**config.mk**
```make
export PLATFORM = sky130hd
export DESIGN_NAME = reg_file_mp
export DESIGN_NICKNAME = d
export VERILOG_FILES = /design/src/rtl/reg_file_mp.sv
export SDC_FILE = /design/constraint.sdc
export NUM_CORES = 1
export LEC_CHECK = 0
export BUFFER_PORTS_ARGS = -buffer_cell sky130_fd_sc_hd__buf_2
export CAP_MARGIN = 15
export CELL_PAD_IN_SITES_DETAIL_PLACEMENT = 1
export CELL_PAD_IN_SITES_GLOBAL_PLACEMENT = 2
export CORE_AREA = 2 2 402 404
export DETAILED_ROUTE_END_ITERATION = 16
export DIE_AREA = 0 0 404 406
export HOLD_SLACK_MARGIN = 0.06
export PLACE_DENSITY_LB_ADDON = 0.12
export SYNTH_ARGS = -nofsm -noshare
export SYNTH_HDL_FRONTEND = slang
export SYNTH_SLANG_ARGS = --single-unit
```
**constraint.sdc**
```tcl
create_clock -name clk -period 4.7 [get_ports clk]
set_clock_uncertainty 0.05 [all_clocks]
set_input_delay 0.235 -clock clk [delete_from_list [all_inputs] [get_ports clk]]
set_output_delay 0.235 -clock clk [all_outputs]
set_load 0.01 [all_outputs]
```
**src/rtl/reg_file_mp.sv**
```systemverilog
// Two-read/one-write register file with entry 0 hard-wired to zero and a sequential
// clear walk after reset. Define REGFILE_BYPASS_EN to forward same-cycle write data to the read ports.
module reg_file_mp #(
    parameter int DATA_W = 32,
    parameter int ADDR_W = 5
) (
    input  logic              clk,
    input  logic              reset,
    input  logic [ADDR_W-1:0] raddr_a,
    input  logic [ADDR_W-1:0] raddr_b,
    input  logic              we,
    input  logic [ADDR_W-1:0] waddr,
    input  logic [DATA_W-1:0] wdata,
    output logic [DATA_W-1:0] rdata_a,
    output logic [DATA_W-1:0] rdata_b,
    output logic              ready
);

    localparam int DEPTH = 2 ** ADDR_W;
    localparam logic [ADDR_W-1:0] ADDR_ZERO = {ADDR_W{1'b0}};
    localparam logic [ADDR_W-1:0] ADDR_ONE  = {{(ADDR_W-1){1'b0}}, 1'b1};
    localparam logic [ADDR_W-1:0] ADDR_LAST = {ADDR_W{1'b1}};
    localparam logic [DATA_W-1:0] DATA_ZERO = {DATA_W{1'b0}};

    typedef enum logic {
        ST_CLEAR = 1'b0,
        ST_RUN   = 1'b1
    } state_e;

    state_e              state_q;
    logic [ADDR_W-1:0]   clr_cnt_q;
    logic                ready_q;
    logic [DATA_W-1:0]   mem_q [1:DEPTH-1];

    logic                rd_en_s;
    logic                user_we_s;
    logic                mem_we_d;
    logic [ADDR_W-1:0]   mem_waddr_d;
    logic [DATA_W-1:0]   mem_wdata_d;

    // Reads and user writes are only live in RUN and outside reset.
    assign rd_en_s   = (state_q == ST_RUN) && !reset;
    assign user_we_s = rd_en_s && we && (waddr != ADDR_ZERO);
    assign ready     = ready_q;

    always_ff @(posedge clk) begin
        if (reset) begin
            state_q   <= ST_CLEAR;
            clr_cnt_q <= ADDR_ONE;
            ready_q   <= 1'b0;
        end else begin
            case (state_q)
                ST_CLEAR: begin
                    clr_cnt_q <= clr_cnt_q + ADDR_ONE;
                    if (clr_cnt_q == ADDR_LAST) begin
                        state_q <= ST_RUN;
                        ready_q <= 1'b1;
                    end else begin
                        state_q <= ST_CLEAR;
                        ready_q <= 1'b0;
                    end
                end
                ST_RUN: begin
                    state_q <= ST_RUN;
                    ready_q <= 1'b1;
                end
                default: begin
                    state_q   <= ST_CLEAR;
                    clr_cnt_q <= ADDR_ONE;
                    ready_q   <= 1'b0;
                end
            endcase
        end
    end

    always_comb begin
        mem_we_d    = 1'b0;
        mem_waddr_d = clr_cnt_q;
        mem_wdata_d = DATA_ZERO;
        case (state_q)
            ST_CLEAR: begin
                if (!reset) begin
                    mem_we_d    = 1'b1;
                    mem_waddr_d = clr_cnt_q;
                    mem_wdata_d = DATA_ZERO;
                end else begin
                    mem_we_d    = 1'b0;
                end
            end
            ST_RUN: begin
                if (user_we_s) begin
                    mem_we_d    = 1'b1;
                    mem_waddr_d = waddr;
                    mem_wdata_d = wdata;
                end else begin
                    mem_we_d    = 1'b0;
                end
            end
            default: begin
                mem_we_d = 1'b0;
            end
        endcase
    end

    // Storage has no reset; it is zeroed only by the clear walk.
    always_ff @(posedge clk) begin
        if (mem_we_d) begin
            mem_q[mem_waddr_d] <= mem_wdata_d;
        end
    end

    always_comb begin
        rdata_a = DATA_ZERO;
        if (rd_en_s && (raddr_a != ADDR_ZERO)) begin
`ifdef REGFILE_BYPASS_EN
            if (user_we_s && (raddr_a == waddr)) begin
                rdata_a = wdata;
            end else begin
                rdata_a = mem_q[raddr_a];
            end
`else
            rdata_a = mem_q[raddr_a];
`endif
        end else begin
            rdata_a = DATA_ZERO;
        end
    end

    always_comb begin
        rdata_b = DATA_ZERO;
        if (rd_en_s && (raddr_b != ADDR_ZERO)) begin
`ifdef REGFILE_BYPASS_EN
            if (user_we_s && (raddr_b == waddr)) begin
                rdata_b = wdata;
            end else begin
                rdata_b = mem_q[raddr_b];
            end
`else
            rdata_b = mem_q[raddr_b];
`endif
        end else begin
            rdata_b = DATA_ZERO;
        end
    end

endmodule

```
# Yosys cells after proc, flatten, opt, wreduce, memory -nomap -nowiden
# Memory sizes are Yosys's and may differ from the RTL's.
# Cells that the tools add are included.
dict set report classes {
  bitwise_logic 1
  reduce_logical 9
  n_mux 13
  n_eq_ne 1
  add_sub_neg 1
}
# op n
set ops {}
lappend ops {{2-to-1 mux 32 bit} 3}
lappend ops {{case mux 32 bit (2 select lines)} 1}
lappend ops {{nonzero test 5 bit} 3}
lappend ops {{case mux 5 bit (2 select lines)} 1}
lappend ops {{adder 5 x 1 -> 5 bit (second input constant)} 1}
lappend ops {{== test 5 bit (second input constant)} 1}
lappend ops {{logical AND 1 bit} 5}
lappend ops {{2-to-1 mux 1 bit} 5}
lappend ops {{2-to-1 mux 5 bit} 1}
lappend ops {{case mux 1 bit (2 select lines)} 2}
lappend ops {{logical NOT 1 bit} 1}
lappend ops {{NOT 1 bit} 1}
dict set report totals {
  ff_bits 6
  output_inout_bits 65
  wordCells 28
  memories 1
  ram_bits 992
  input_bits 50
}
# name words word_bits rd rd_ports_with_merged_regs write_ports line_no
set mem_list {}
lappend mem_list {mem_q 31 32 2 0 1 33} ;# logic [DATA_W-1:0] mem_q [1:DEPTH-1];

# Depth between registers and ports, before layout
dict set report logic_depth {
  ltp_word 8
  depth_mapped 7
  mapped_depth_nobuf 5
}

# Worst setup path after synthesis
# OpenSTA, ideal clock, no wires.
dict set report synth_timing {
  path_kind {flip-flop to flip-flop}
  from {reg ready (netlist name)}
  to {mem mem_q[18][0], enable pin}
  arrival_ps 3783
  path_stages_with_launch 6
  n_path_buf 1
  setup_ps 468
  synth_period_minus_slack_ps 4301
  required_time_ps 4182
  slack_ps 399
  cell_sequence {dfxtp_1 buf_6 nand3b_4 a21oi_4 mux2i_2 nor3b_1}
}
# element line_no
set synth_rtl {}
lappend synth_rtl {{to (decl)} 33}

==> flow_summary.toml <==
[synthesis]
number_of_instances_in_the_synthesized_netlist = 3350
number_of_synthesis_warnings = 0
synth-simple-area-share_pct = 5.54
yosys.area_share.xor_xnor_pct = 0.0551
synth_top_family_by_area = "multiplexers"
postSynthRegisterBits = 998
yosys.area.top_type = "sky130_fd_sc_hd__edfxtp_1"
synth_edf_count = 992
synth.area.top_cells = "sky130_fd_sc_hd__edfxtp_1, sky130_fd_sc_hd__mux2i_1, sky130_fd_sc_hd__a22oi_1"
yosys-mux-area-fraction_pct = 20.5
synth-adder-area-share_pct = 0.0525
mappedNetlistNets = 3402
synthesis.area_per_instance_sq_um = 14.2
postSynth.topFlopCell = "sky130_fd_sc_hd__edfxtp_1"
synth_largest_type_area_fraction_pct = 62.5
yosysSeqAreaShare_pct = 62.8
synthDistinctLibCells = 46
asyncSetResetFlopFracSynth_pct = 0
post_synth_instance_area_sq_um = 47600
synth-compound-area-share_pct = 8.39

[sta]
max_clock_freq_mhz = 233
hold_violations = 0
holdWs_ps = 68.2
finalSetupViolCount = 0
number_of_pins_exceeding_their_max_slew_limit_in_the_final_report = 0
fin_tns_setup_ps = 0
period_minus_slack_ps = 4300
period_share_pct = 91.4
rsz0062_at_grt = "false"
timing.max_slew.rel_slack_pct = 4.05
setup_ws_ps = 403
worst_slew_pin_slew_ps = 1440

[placement]
pre_cts_ws_ps = 1040
gp_routability_congestion = 0.828
place_hpwl_mm = 115
place_inst = 5407
port_buffers = 114

[critical_path]
critical_path.reg2reg.startpoint = "ready"
startpoint = "ready"
arrival_ps = 4010
critPathRequiredTime_ps = 4410
setup.worst_path.end_class = "output pin"
timing.setup.critical_path_class = "reg -> out"
crit_fanout = 21
slowest_cell_on_the_critical_path = "sky130_fd_sc_hd__and3_2"
cp_slowest_stage_delay_ps = 1010
critical_path.cell_chain = "nor2b_1 -> and3_2 -> nand3_1 -> nand4_1 -> buf_2"
critical_path_buf_inv_count = 1
cpLargestDelayFamily = "simple AND/OR/NAND/NOR gates"
timing.critical_path.from_type = "register"

[drt]
drt_iter0_drc = 2633
detail_route.first_pass.iterations = 5
routed_via_density = 5.60
drc_violations_left = 0
ant_nets = 0
route.final.wire_length_mm = 189
detailroute.via_count = 31500
drt-wirelength-per-cell_um = 33.5

[clocking]
cts_htree_levels = 3
cts_root_buf = "sky130_fd_sc_hd__clkbuf_16"
worst_setup_hold_path_clk_slew_ps = 70
cts_inserted_buffers = 114
cts.sink_count = 998
cts-root-to-sink-buffers = 3
ctsResizeCount = 0
clk_latency_worst_skew_pair_ps = 720
post_cts_setup_repair_buffer_count = 0
cts_tree = "yes"

[layout]
synthToLayoutAreaGrowth_pct = 16.2
nNetsFinal = 3505
layout-drive-gt1-share_pct = 13.9
final_core_utilization_pct = 34.7
layout.cells.most_common = "sky130_fd_sc_hd__edfxtp_1"
final_cell_mix = "sky130_fd_sc_hd__edfxtp_1, sky130_fd_sc_hd__mux2i_1, sky130_fd_sc_hd__a22oi_1"
final_cell_count_no_fill = 5636

[grt]
number_of_antenna_violations_at_the_first_check_in_global_routing = 14
grt_first_pass_wirelength_mm = 261
via_count_of_the_first_global_routing_pass = 33100
grt_remaining_overflow = 0
maximum_number_of_pins_on_one_net_before_global_route_repair = 109
gr-usage-all-layers_pct = 22.6

[floorplan]
num_io_pins = 115
die_h_um = 406
initial_core_util_pct = 29.8
rows = 147
die_area_sq_um = 164000
area_of_the_placeable_core_sq_um = 160000
die_width_um = 404

[flow_run]
timing.max_cap.violations = 0

[power_and_ir_drop]
power.ir.vdd_worst_uv = 309
power_per_cell_area_nw_per_um2 = 368
power.leakage_nw = 18.8

[outcome]
outcome = "completed"

[min_path]
holdCritStartpoint = "wdata[30]"
worstHoldPathType = "in -> reg"
[flip-flops by register name, indices dropped and copies added, names as in the netlist]
signal / cells
clr_cnt_q: 5
mem_q: 992
ready: 1
[cell usage after synthesis (4+ instances only)]
cell	count
sky130_fd_sc_hd__nand2_1	69
sky130_fd_sc_hd__o21ai_0	35
sky130_fd_sc_hd__buf_2	116
sky130_fd_sc_hd__nor2b_1	12
sky130_fd_sc_hd__o21ai_1	29
sky130_fd_sc_hd__clkbuf_2	4
sky130_fd_sc_hd__a22oi_1	322
sky130_fd_sc_hd__nor2_1	96
sky130_fd_sc_hd__buf_1	15
sky130_fd_sc_hd__nor3_1	16
sky130_fd_sc_hd__buf_6	5
sky130_fd_sc_hd__nand4_1	64
sky130_fd_sc_hd__mux2i_1	969
sky130_fd_sc_hd__a211oi_1	64
sky130_fd_sc_hd__a21oi_1	66
sky130_fd_sc_hd__nor3b_1	6
sky130_fd_sc_hd__o22ai_1	64
sky130_fd_sc_hd__edfxtp_1	992
sky130_fd_sc_hd__nand4bb_1	4
sky130_fd_sc_hd__dfxtp_1	6
sky130_fd_sc_hd__and2_1	36
sky130_fd_sc_hd__nand3_1	195
sky130_fd_sc_hd__buf_4	25
sky130_fd_sc_hd__clkbuf_1	105
[power by group]
group | switching (mW) | leakage, nW | total [mW] | internal, mW
Clock | 3.78 | 1.89 | 9.40 | 5.62
Sequential | 0.0457 | 7.83 | 9.78 | 9.73
Combinational | 0.787 | 9.06 | 1.18 | 0.388
Total | 4.62 | 18.8 | 20.4 | 15.7
[layer usage]
| metal | vias to the layer above | track usage (%) | wire length [um] |
|---|---|---|---|
| li1 | 13600 | - | - |
| met1 | 16800 | 30.5 | 83600 |
| met2 | 889 | 38.2 | 91700 |
| met3 | 245 | 2.91 | 9340 |
| met4 | 6 | 6.23 | 4200 |
| met5 | - | 0 | 42 |
[logic make-up (layout without fill, tap and decap cells)]
group                    Yosys count  in the layout
buffers and inverters            271            466
other                              0              5
AND/OR/NAND/NOR                  518            518
adder cells (fa/ha/maj)            2              2
XOR/XNOR                           3              3
flip-flops                       998            998
multiplexers                     973            973
AO/OA/AOI/OAI                    585            585
[stage by stage]
| step | power [mW] | area [sq um] |
|---|---|---|
| after global placement | 11.1 | 51200 |
| after CTS | 20.6 | 55100 |
| after detailed placement | 11.1 | 51200 |
| final | 20.4 | 55400 |
| after global routing | 20.9 | 55400 |
| after floorplan | 10.7 | 47600 |
[area by class of cell]
class | instances | area [sq um]
Antenna cell | 5 | 12.5
Inverter | 1 | 3.75
Fill cell | 16400 | 104000
Clock inverter | 76 | 923
Timing Repair Buffer | 257 | 2100
Sequential cell | 998 | 29900
Clock buffer | 132 | 2980
Multi-Input combinational cell | 2081 | 16800
Tap cell | 2086 | 2610
[what timing repair did]
item | in CTS | in global routing
endpoints found under the setup margin | 0 | 0
hold endpoints to repair | 22 | 21
hold buffers | 3 | 4
[worst paths after layout]
path,endpoint,slack (ps),depth (start not counted)
setup / recovery,rdata_a[23],400,5
hold / removal,mem_q[26][30],70,2
setup reg to reg,mem_q[18][18],1090,5
hold reg to reg,clr_cnt_q[1],520,2
No activity file was read; power rests on OpenSTA's default activity.
